## src/rtl/fft_sdf_stage_tw_ctrl_if.sv

```systemverilog
// Handshake and datapath-control bundle between an SDF stage sequencer and its
// upstream stream source / butterfly, delay-line and twiddle datapath.
interface fft_sdf_stage_tw_ctrl_if #(
   parameter int ADDR_W = 7
);
   logic              in_valid;
   logic              in_ready;
   logic              flush_req;
   logic              sel_bf;
   logic              stage_valid;
   logic [ADDR_W-1:0] tw_addr;
   logic              tw_en;
   logic              tw_valid;
   logic              tw_trivial;
   logic              frame_last;
   logic              busy;

   modport master (
      output in_valid, flush_req,
      input  in_ready, sel_bf, stage_valid, tw_addr, tw_en, tw_valid,
             tw_trivial, frame_last, busy
   );

   modport slave (
      input  in_valid, flush_req,
      output in_ready, sel_bf, stage_valid, tw_addr, tw_en, tw_valid,
             tw_trivial, frame_last, busy
   );
endinterface

```

## src/rtl/fft_sdf_stage_tw_ctrl.sv

```systemverilog
// Radix-2 SDF stage sequencer: phase select, twiddle ROM addressing and end-of-stream drain.
// Optional macro TW_ROM_PWR_SAVE_EN gates tw_en off for butterfly-half and index-0 twiddles.
module fft_sdf_stage_tw_ctrl #(
   parameter int N      = 256,
   parameter int SIZE   = 8,
   parameter int STAGE  = 4,
   parameter int ADDR_W = SIZE - 1
) (
   input  logic                  clk,
   input  logic                  rst_n,
   fft_sdf_stage_tw_ctrl_if.slave bus
);
   localparam int D = N >> STAGE;

   localparam logic [1:0] S_IDLE  = 2'd0;
   localparam logic [1:0] S_RUN   = 2'd1;
   localparam logic [1:0] S_FLUSH = 2'd2;

   logic [1:0]        state;
   logic [SIZE-1:0]   cnt;
   logic              pending;
   logic              flush_pend;

   logic [SIZE-1:0]   k;
   logic [SIZE-1:0]   k_lo;
   logic              at_boundary;
   logic              in_ready;
   logic              accept;
   logic              pseudo;
   logic              issue;
   logic              last_pseudo;
   logic              sel_bf_nxt;
   logic [ADDR_W-1:0] tw_addr_nxt;
   logic              tw_en_nxt;

   logic              sel_bf_q;
   logic              stage_valid_q;
   logic [ADDR_W-1:0] tw_addr_q;
   logic              tw_en_q;
   logic              tw_valid_q;
   logic              tw_trivial_q;
   logic              frame_last_q;

   assign k           = cnt & SIZE'(2 * D - 1);
   assign k_lo        = cnt & SIZE'(D - 1);
   assign at_boundary = flush_pend && (k == '0);

   always_comb begin
      in_ready = 1'b0;
      case (state)
         S_IDLE:  in_ready = 1'b1;
         S_RUN:   in_ready = !at_boundary;
         default: in_ready = 1'b0;
      endcase
   end

   // FLUSH issues one pseudo-sample per cycle; it shares the accept path's outputs.
   assign accept      = bus.in_valid && in_ready;
   assign pseudo      = (state == S_FLUSH);
   assign issue       = accept || pseudo;
   assign last_pseudo = pseudo && (k == SIZE'(D - 1));
   assign sel_bf_nxt  = accept && cnt[SIZE-STAGE];
   assign tw_addr_nxt = ADDR_W'(k_lo << (STAGE - 1));

`ifdef TW_ROM_PWR_SAVE_EN
   assign tw_en_nxt = issue && !sel_bf_nxt && (tw_addr_nxt != '0);
`else
   assign tw_en_nxt = issue;
`endif

   always_ff @(posedge clk or negedge rst_n) begin
      if (!rst_n) begin
         state      <= S_IDLE;
         cnt        <= '0;
         pending    <= 1'b0;
         flush_pend <= 1'b0;
      end else begin
         case (state)
            S_IDLE: begin
               if (accept) begin
                  state <= S_RUN;
                  cnt   <= cnt + SIZE'(1);
               end
            end
            S_RUN: begin
               if (bus.flush_req)
                  flush_pend <= 1'b1;
               if (at_boundary) begin
                  if (pending) begin
                     state <= S_FLUSH;
                  end else begin
                     state      <= S_IDLE;
                     cnt        <= '0;
                     flush_pend <= 1'b0;
                  end
               end else if (accept) begin
                  cnt <= cnt + SIZE'(1);
                  if (cnt[SIZE-STAGE])
                     pending <= 1'b1;
                  else if (k == SIZE'(D - 1))
                     pending <= 1'b0;
               end
            end
            S_FLUSH: begin
               if (last_pseudo) begin
                  state      <= S_IDLE;
                  cnt        <= '0;
                  pending    <= 1'b0;
                  flush_pend <= 1'b0;
               end else begin
                  cnt <= cnt + SIZE'(1);
               end
            end
            default: state <= S_IDLE;
         endcase
      end
   end

   // Phase and address hold through gaps; the ROM-valid pipeline follows tw_en.
   always_ff @(posedge clk or negedge rst_n) begin
      if (!rst_n) begin
         sel_bf_q      <= 1'b0;
         stage_valid_q <= 1'b0;
         tw_addr_q     <= '0;
         tw_en_q       <= 1'b0;
         tw_valid_q    <= 1'b0;
         tw_trivial_q  <= 1'b0;
         frame_last_q  <= 1'b0;
      end else begin
         stage_valid_q <= issue;
         frame_last_q  <= issue && (cnt == SIZE'(N - 1));
         tw_en_q       <= tw_en_nxt;
         tw_valid_q    <= tw_en_q;
         tw_trivial_q  <= stage_valid_q && (tw_addr_q == '0);
         if (issue) begin
            sel_bf_q  <= sel_bf_nxt;
            tw_addr_q <= tw_addr_nxt;
         end
      end
   end

   assign bus.in_ready    = in_ready;
   assign bus.sel_bf      = sel_bf_q;
   assign bus.stage_valid = stage_valid_q;
   assign bus.tw_addr     = tw_addr_q;
   assign bus.tw_en       = tw_en_q;
   assign bus.tw_valid    = tw_valid_q;
   assign bus.tw_trivial  = tw_trivial_q;
   assign bus.frame_last  = frame_last_q;
   assign bus.busy        = (state != S_IDLE);
endmodule

```

## src/flat_wrapper.sv

```systemverilog
// flat-port wrapper written by rule: the top's interface ports become plain ports
module fft_sdf_stage_tw_ctrl_flat 
#(
   parameter int N      = 256,
   parameter int SIZE   = 8,
   parameter int STAGE  = 4,
   parameter int ADDR_W = SIZE - 1
)
  (clk, rst_n, bus_in_valid, bus_flush_req, bus_in_ready, bus_sel_bf, bus_stage_valid, bus_tw_addr, bus_tw_en, bus_tw_valid, bus_tw_trivial, bus_frame_last, bus_busy);
  fft_sdf_stage_tw_ctrl_if #(.ADDR_W(ADDR_W)) bus_i ();
  input  logic clk;
  input  logic rst_n;
  input wire logic [$bits(bus_i.in_valid)-1:0] bus_in_valid;
  input wire logic [$bits(bus_i.flush_req)-1:0] bus_flush_req;
  output wire logic [$bits(bus_i.in_ready)-1:0] bus_in_ready;
  output wire logic [$bits(bus_i.sel_bf)-1:0] bus_sel_bf;
  output wire logic [$bits(bus_i.stage_valid)-1:0] bus_stage_valid;
  output wire logic [$bits(bus_i.tw_addr)-1:0] bus_tw_addr;
  output wire logic [$bits(bus_i.tw_en)-1:0] bus_tw_en;
  output wire logic [$bits(bus_i.tw_valid)-1:0] bus_tw_valid;
  output wire logic [$bits(bus_i.tw_trivial)-1:0] bus_tw_trivial;
  output wire logic [$bits(bus_i.frame_last)-1:0] bus_frame_last;
  output wire logic [$bits(bus_i.busy)-1:0] bus_busy;
  assign bus_i.in_valid = bus_in_valid;
  assign bus_i.flush_req = bus_flush_req;
  assign bus_in_ready = bus_i.in_ready;
  assign bus_sel_bf = bus_i.sel_bf;
  assign bus_stage_valid = bus_i.stage_valid;
  assign bus_tw_addr = bus_i.tw_addr;
  assign bus_tw_en = bus_i.tw_en;
  assign bus_tw_valid = bus_i.tw_valid;
  assign bus_tw_trivial = bus_i.tw_trivial;
  assign bus_frame_last = bus_i.frame_last;
  assign bus_busy = bus_i.busy;
  fft_sdf_stage_tw_ctrl #(.N(N), .SIZE(SIZE), .STAGE(STAGE), .ADDR_W(ADDR_W)) u_core (.clk(clk), .rst_n(rst_n), .bus(bus_i));
endmodule
```

## config.mk

```make
export PLATFORM = sky130hd
export DESIGN_NAME = fft_sdf_stage_tw_ctrl_flat
export DESIGN_NICKNAME = d
export VERILOG_FILES = /design/src/rtl/fft_sdf_stage_tw_ctrl_if.sv /design/src/rtl/fft_sdf_stage_tw_ctrl.sv /design/src/flat_wrapper.sv
export SDC_FILE = /design/constraint.sdc
export NUM_CORES = 1
export LEC_CHECK = 0
export CAP_MARGIN = 15
export CORE_MARGIN = 3
export CORE_UTILIZATION = 56
export CTS_CLUSTER_SIZE = 16
export DETAILED_ROUTE_END_ITERATION = 10
export GPL_TIMING_DRIVEN = 0
export PLACE_DENSITY = 0.94
export SLEW_MARGIN = 20
export SYNTH_ARGS = -nofsm -noshare
export SYNTH_HDL_FRONTEND = slang
export SYNTH_SLANG_ARGS = --single-unit
```

## constraint.sdc

```tcl
create_clock -name clk -period 4 [get_ports clk]
set_input_delay 0.6 -clock clk [delete_from_list [all_inputs] [get_ports clk]]
set_output_delay 0.6 -clock clk [all_outputs]
set_load 0.03 [all_outputs]
```

# == Word level (Yosys, flattened, before mapping) ==
# Cells that the tools add are included.
# classes
n_addsub,1
n_eq_ne,11
mux,21
reduce_logical,18
# ops
op,count
two-way mux 8 bit,4
one-hot mux 8 bit (3 select lines),1
adder 8 x 1 -> 8 bit (second input constant),1
equality test 8 bit (second input constant),1
zero test 8 bit,1
two-way mux 1 bit,8
two-way mux 2 bit,4
zero test 7 bit,1
logical AND 1 bit,6
inequality test 2 x 1 -> 1 bit (second input constant),3
one-hot mux 1 bit (2 select lines),3
one-hot mux 2 bit (3 select lines),1
equality test 5 x 4 -> 1 bit (second input constant),1
AND reduction 5 bit,1
inequality test 2 bit (second input constant),2
AND reduction 2 bit,2
nonzero test 2 bit,2
inequality test 3 x 1 -> 1 bit (second input constant),1
inequality test 3 bit (second input constant),1
AND reduction 3 bit,1
nonzero test 3 bit,1
equality test 2 x 1 -> 1 bit (second input constant),1
equality test 2 bit (second input constant),1
zero test 2 bit,1
2 further kinds,2
# word_totals
regBits,21
inputBits,4
out_inout_bits,15

# == Depth between registers and ports, before layout ==
# depth
depth_word,8
mapped_depth,8
ltp_nobuf,8

# == Worst setup path before layout ==
# No wires, ideal clock.
# synth_timing
path_type,flip-flop to output port
from,reg u_core.cnt[0]
to,out bus_in_ready
arrival_ps,1361
required_time_ps,3400
path_slack_ps,2039
path_stages_with_launch,7
path_buffers,1
path_cell_list,dfrtp_1 > inv_1 > ha_1 > and3b_1 > buf_6 > a21o_2 > nand2_1
# synth_via
elab_chain_cells,4
# synth_lines
element,line,text
start: declaration,fft_sdf_stage_tw_ctrl.sv:20,logic [SIZE-1:0] cnt;
start signal: assignment,fft_sdf_stage_tw_ctrl.sv:82,cnt <= cnt + SIZE'(1);
start signal: assignment,fft_sdf_stage_tw_ctrl.sv:97,cnt <= cnt + SIZE'(1);
start signal: assignment,fft_sdf_stage_tw_ctrl.sv:111,cnt <= cnt + SIZE'(1);
zero test 8 bit,fft_sdf_stage_tw_ctrl.sv:46,assign at_boundary = flush_pend && (k == '0);
logical AND 1 bit,fft_sdf_stage_tw_ctrl.sv:46,
zero test 1 bit,fft_sdf_stage_tw_ctrl.sv:52,S_RUN: in_ready = !at_boundary;
one-hot mux 1 bit (2 select lines),fft_sdf_stage_tw_ctrl.sv:50,case (state)
end: declaration,flat_wrapper.sv:15,output wire logic [$bits(bus_i.in_ready)-1:0] bus_in_ready;
# Every way passes these cells.

# == Final worst setup path ==
# Same ends and word-level chain as after synthesis.

==> results.json <==
{
  "post_drt_wl_per_cell_microns": 14.4,
  "drv_slew": 0,
  "drive_above_1_share_pct": 11.7,
  "fin_tns_setup_ns": 0,
  "core_sq_um": 1860,
  "cts-root-buf": "clkbuf_4",
  "post_cts_buffers": 0,
  "grt_pass1_vias": 921,
  "synth_commonest_cells": "21 x dfrtp_1, 14 x nand2_1, 13 x inv_1",
  "ir_worst_vdd_mv": 0.455,
  "drt-vias-per-instance": 6.03,
  "post-route-util_pct": 74.9,
  "drc": 0,
  "status": "finished clean",
  "htree_levels": 1,
  "clk_pin_slew_worst_paths_ns": 0.12,
  "tightest_slew_ns": 0.895,
  "cts_tree": "built",
  "syn_area_per_cell_sq_um": 9.47,
  "synth.area.top_cells": "dfrtp_1 45%, ha_1 7.5%, o21ai_0 5.1%",
  "areaGrowthSynthToFinish_pct": 18.4,
  "antenna_found_initial": 0,
  "die_y_microns": 51.8,
  "max-slew-margin-rel_pct": 40.2,
  "port_buffers": 15,
  "yosysTopAreaCell": "dfrtp_1",
  "synth_top_cell_area_share_pct": 44.7,
  "gp_congestion": 0.931,
  "worstHoldStart": "u_core.bus.stage_valid",
  "endpoint_kind": "primary output",
  "place_hpwl_microns": 1860,
  "worstPathRequired_ns": 3.40,
  "vias": 1025,
  "timing.rr.start": "u_core.state[1]",
  "rrSetupSlack_ns": 1.97,
  "cellPowerDensity_nw_per_um2": 637,
  "wirelength_microns": 2450,
  "drv_cap": 0,
  "async_flop_share_pct": 100,
  "clock_latency_ns": 0.31,
  "yosys_warnings": 0,
  "grt_pass1_wl_microns": 4220,
  "hold_ws_ns": 0.433,
  "fin_skew_ns": 0.00426,
  "leakagePower_nw": 0.619,
  "hp-class": "reg2reg",
  "clock_path_buffers": 2,
  "timing.rr.end": "u_core.cnt[7]",
  "synth_seq_cells": 21,
  "crit_chain": "inv_1 -> ha_1 -> and3b_1 -> buf_6 -> a21o_2 -> nand2_1 -> clkdlybuf4s50_1",
  "netlist-cell-type-count": 37,
  "ys.flop_type": "dfrtp_1",
  "syn_area_sq_um": 1170,
  "fp.dieArea_sq_um": 2680,
  "cts_buffers": 3,
  "hold-path-cell-count": 0,
  "ios": 19,
  "slowest_delay_ns": 0.66,
  "cpMaxStageDelayCell": "clkdlybuf4s50_1",
  "syn_inst": 124,
  "die_x_microns": 51.8,
  "numClockSinks": 21,
  "cts_hold_buffers": 0,
  "grt_usage_pct": 21.3,
  "final-setup-viol-count": 0,
  "grt_max_degree": 22,
  "ctsResizeCount": 0,
  "gr-total-overflow": 0,
  "reg2reg_depth": 7,
  "rsz0062_at_grt": "no",
  "critical_path_class": "reg2out",
  "cp-start-kind": "register",
  "worst_hold_path.endpoint": "u_core.bus.tw_valid",
  "start_util_pct": 63.2,
  "ys_seq_area_share_pct": 44.7,
  "rows": 15,
  "crit_fanout": 7,
  "synth.most_common_cell": "dfrtp_1",
  "drt_first_pass_iters": 4,
  "drt-initial-drc-count": 31,
  "ant_nets": 0,
  "hold_viol": 0,
  "layout_min_cycle_time_ns": 2.90,
  "timing.fmax_mhz": 345,
  "fin_nets": 157,
  "period_share_pct": 72.6,
  "synth-edff-count": 0,
  "diodes": 0,
  "critPathArrivalTime_ns": 2.30
}
-- placed cells by master, fill, tap and decap left out, drive strengths merged --
cell type and instances:
a2111oi 1, a21boi 1, a21o 1, a21oi 9
a31o 2, a31oi 3, a41o 1, a41oi 1
and2 1, and3 2, and3b 1, buf 5
clkbuf 3, clkdlybuf4s50 15, clkinv 1, conb 3
dfrtp 21, ha 7, inv 13, nand2 14
nand2b 1, nand3 3, nand3b 1, nand4 1
nor2 4, nor3 3, nor3b 1, nor4 1
o211ai 2, o21a 1, o21ai 14, o22ai 4
o311ai 1, o31ai 1, or3 2
-- through the flow --
stage | cell area (sq um) | total power (W) | std cells | setup WS (ns)
global route | 1390 | 0.000948 | 170 | 0.990
global placement | 1360 | 0.000767 | 166 | 1.46
detailed placement | 1360 | 0.000783 | 166 | 1.45
CTS | 1390 | 0.000888 | 170 | 1.09
floorplan | 1180 | 0.000627 | 126 | 2.04
finish | 1390 | 0.000887 | 170 | 1.10
-- worst max-delay path by stage --
stage,cells past startpoint,start,slack (ns),endpoint
3_3_place_gp,7,u_core.cnt[0],1.46,bus_in_ready
3_5_place_dp,7,u_core.cnt[0],1.45,bus_in_ready
6_report,7,u_core.cnt[0],1.10,bus_in_ready
4_1_cts,7,u_core.cnt[0],1.09,bus_in_ready
5_1_grt,7,u_core.cnt[1],0.99,bus_in_ready
2_1_floorplan,6,u_core.cnt[0],2.04,bus_in_ready
-- area by class of cell --
type                       instances  area [sq um]
tap                               25          31.3
inverter                          13          48.8
buffer                             5          41.3
clock inverter                     1          5.00
timing repair buffer              15           150
sequential                        21           526
fill                             126           467
multi-input combinational         87           567
clock buffer                       3          22.5
-- critical path: cells and delay by family, from the launching register on --
family / cells / cell delay (ns)
fa+ha+maj: 1 / 0.19
flops: 1 / 0.43
simple gates: 2 / 0.26
compound gates: 1 / 0.25
buf+inv: 3 / 0.86
-- logic make-up (layout without fill, tap and decap cells) --
family                     count (synthesis)  count (layout)  share of synthesized area (%)
other                                      1               3                          0.319
AOI/OAI and AO/OA                         42              42                           24.9
and+or+nand+nor                           35              35                           14.9
DFF                                       21              21                           44.7
adders and majority gates                  7               7                           7.45
buffers and inverters                     18              37                           7.67
-- sequential cells by signal, indices dropped and copies added (netlist names) --
register and count:
u_core.bus.tw_valid 1, u_core.bus.sel_bf 1, u_core.pending 1, u_core.flush_pend 1
u_core.bus.frame_last 1, u_core.state 2, u_core.bus.tw_trivial 1, u_core.bus.tw_addr 4
u_core.bus.stage_valid 1, u_core.cnt 8
-- routing by layer --
layer | track usage, % | vias to the layer above | part of all wire, %
met4 | 10.0 | 0 | 2.4
met3 | 4.01 | 7 | 4.9
li1 | - | 482 | -
met5 | 0 | - | 0
met1 | 28.4 | 500 | 44
met2 | 33.3 | 36 | 48
-- where the power goes --
group | total, W | leakage, nW | internal, W | switching [W]
logic | 0.000481 | 0.321 | 0.000180 | 0.000301
clock network | 0.000105 | 0.0177 | 0.0000374 | 0.0000675
registers | 0.000301 | 0.281 | 0.000260 | 0.0000405
total | 0.000887 | 0.619 | 0.000478 | 0.000409
No activity file was read; power rests on OpenSTA's default activity.
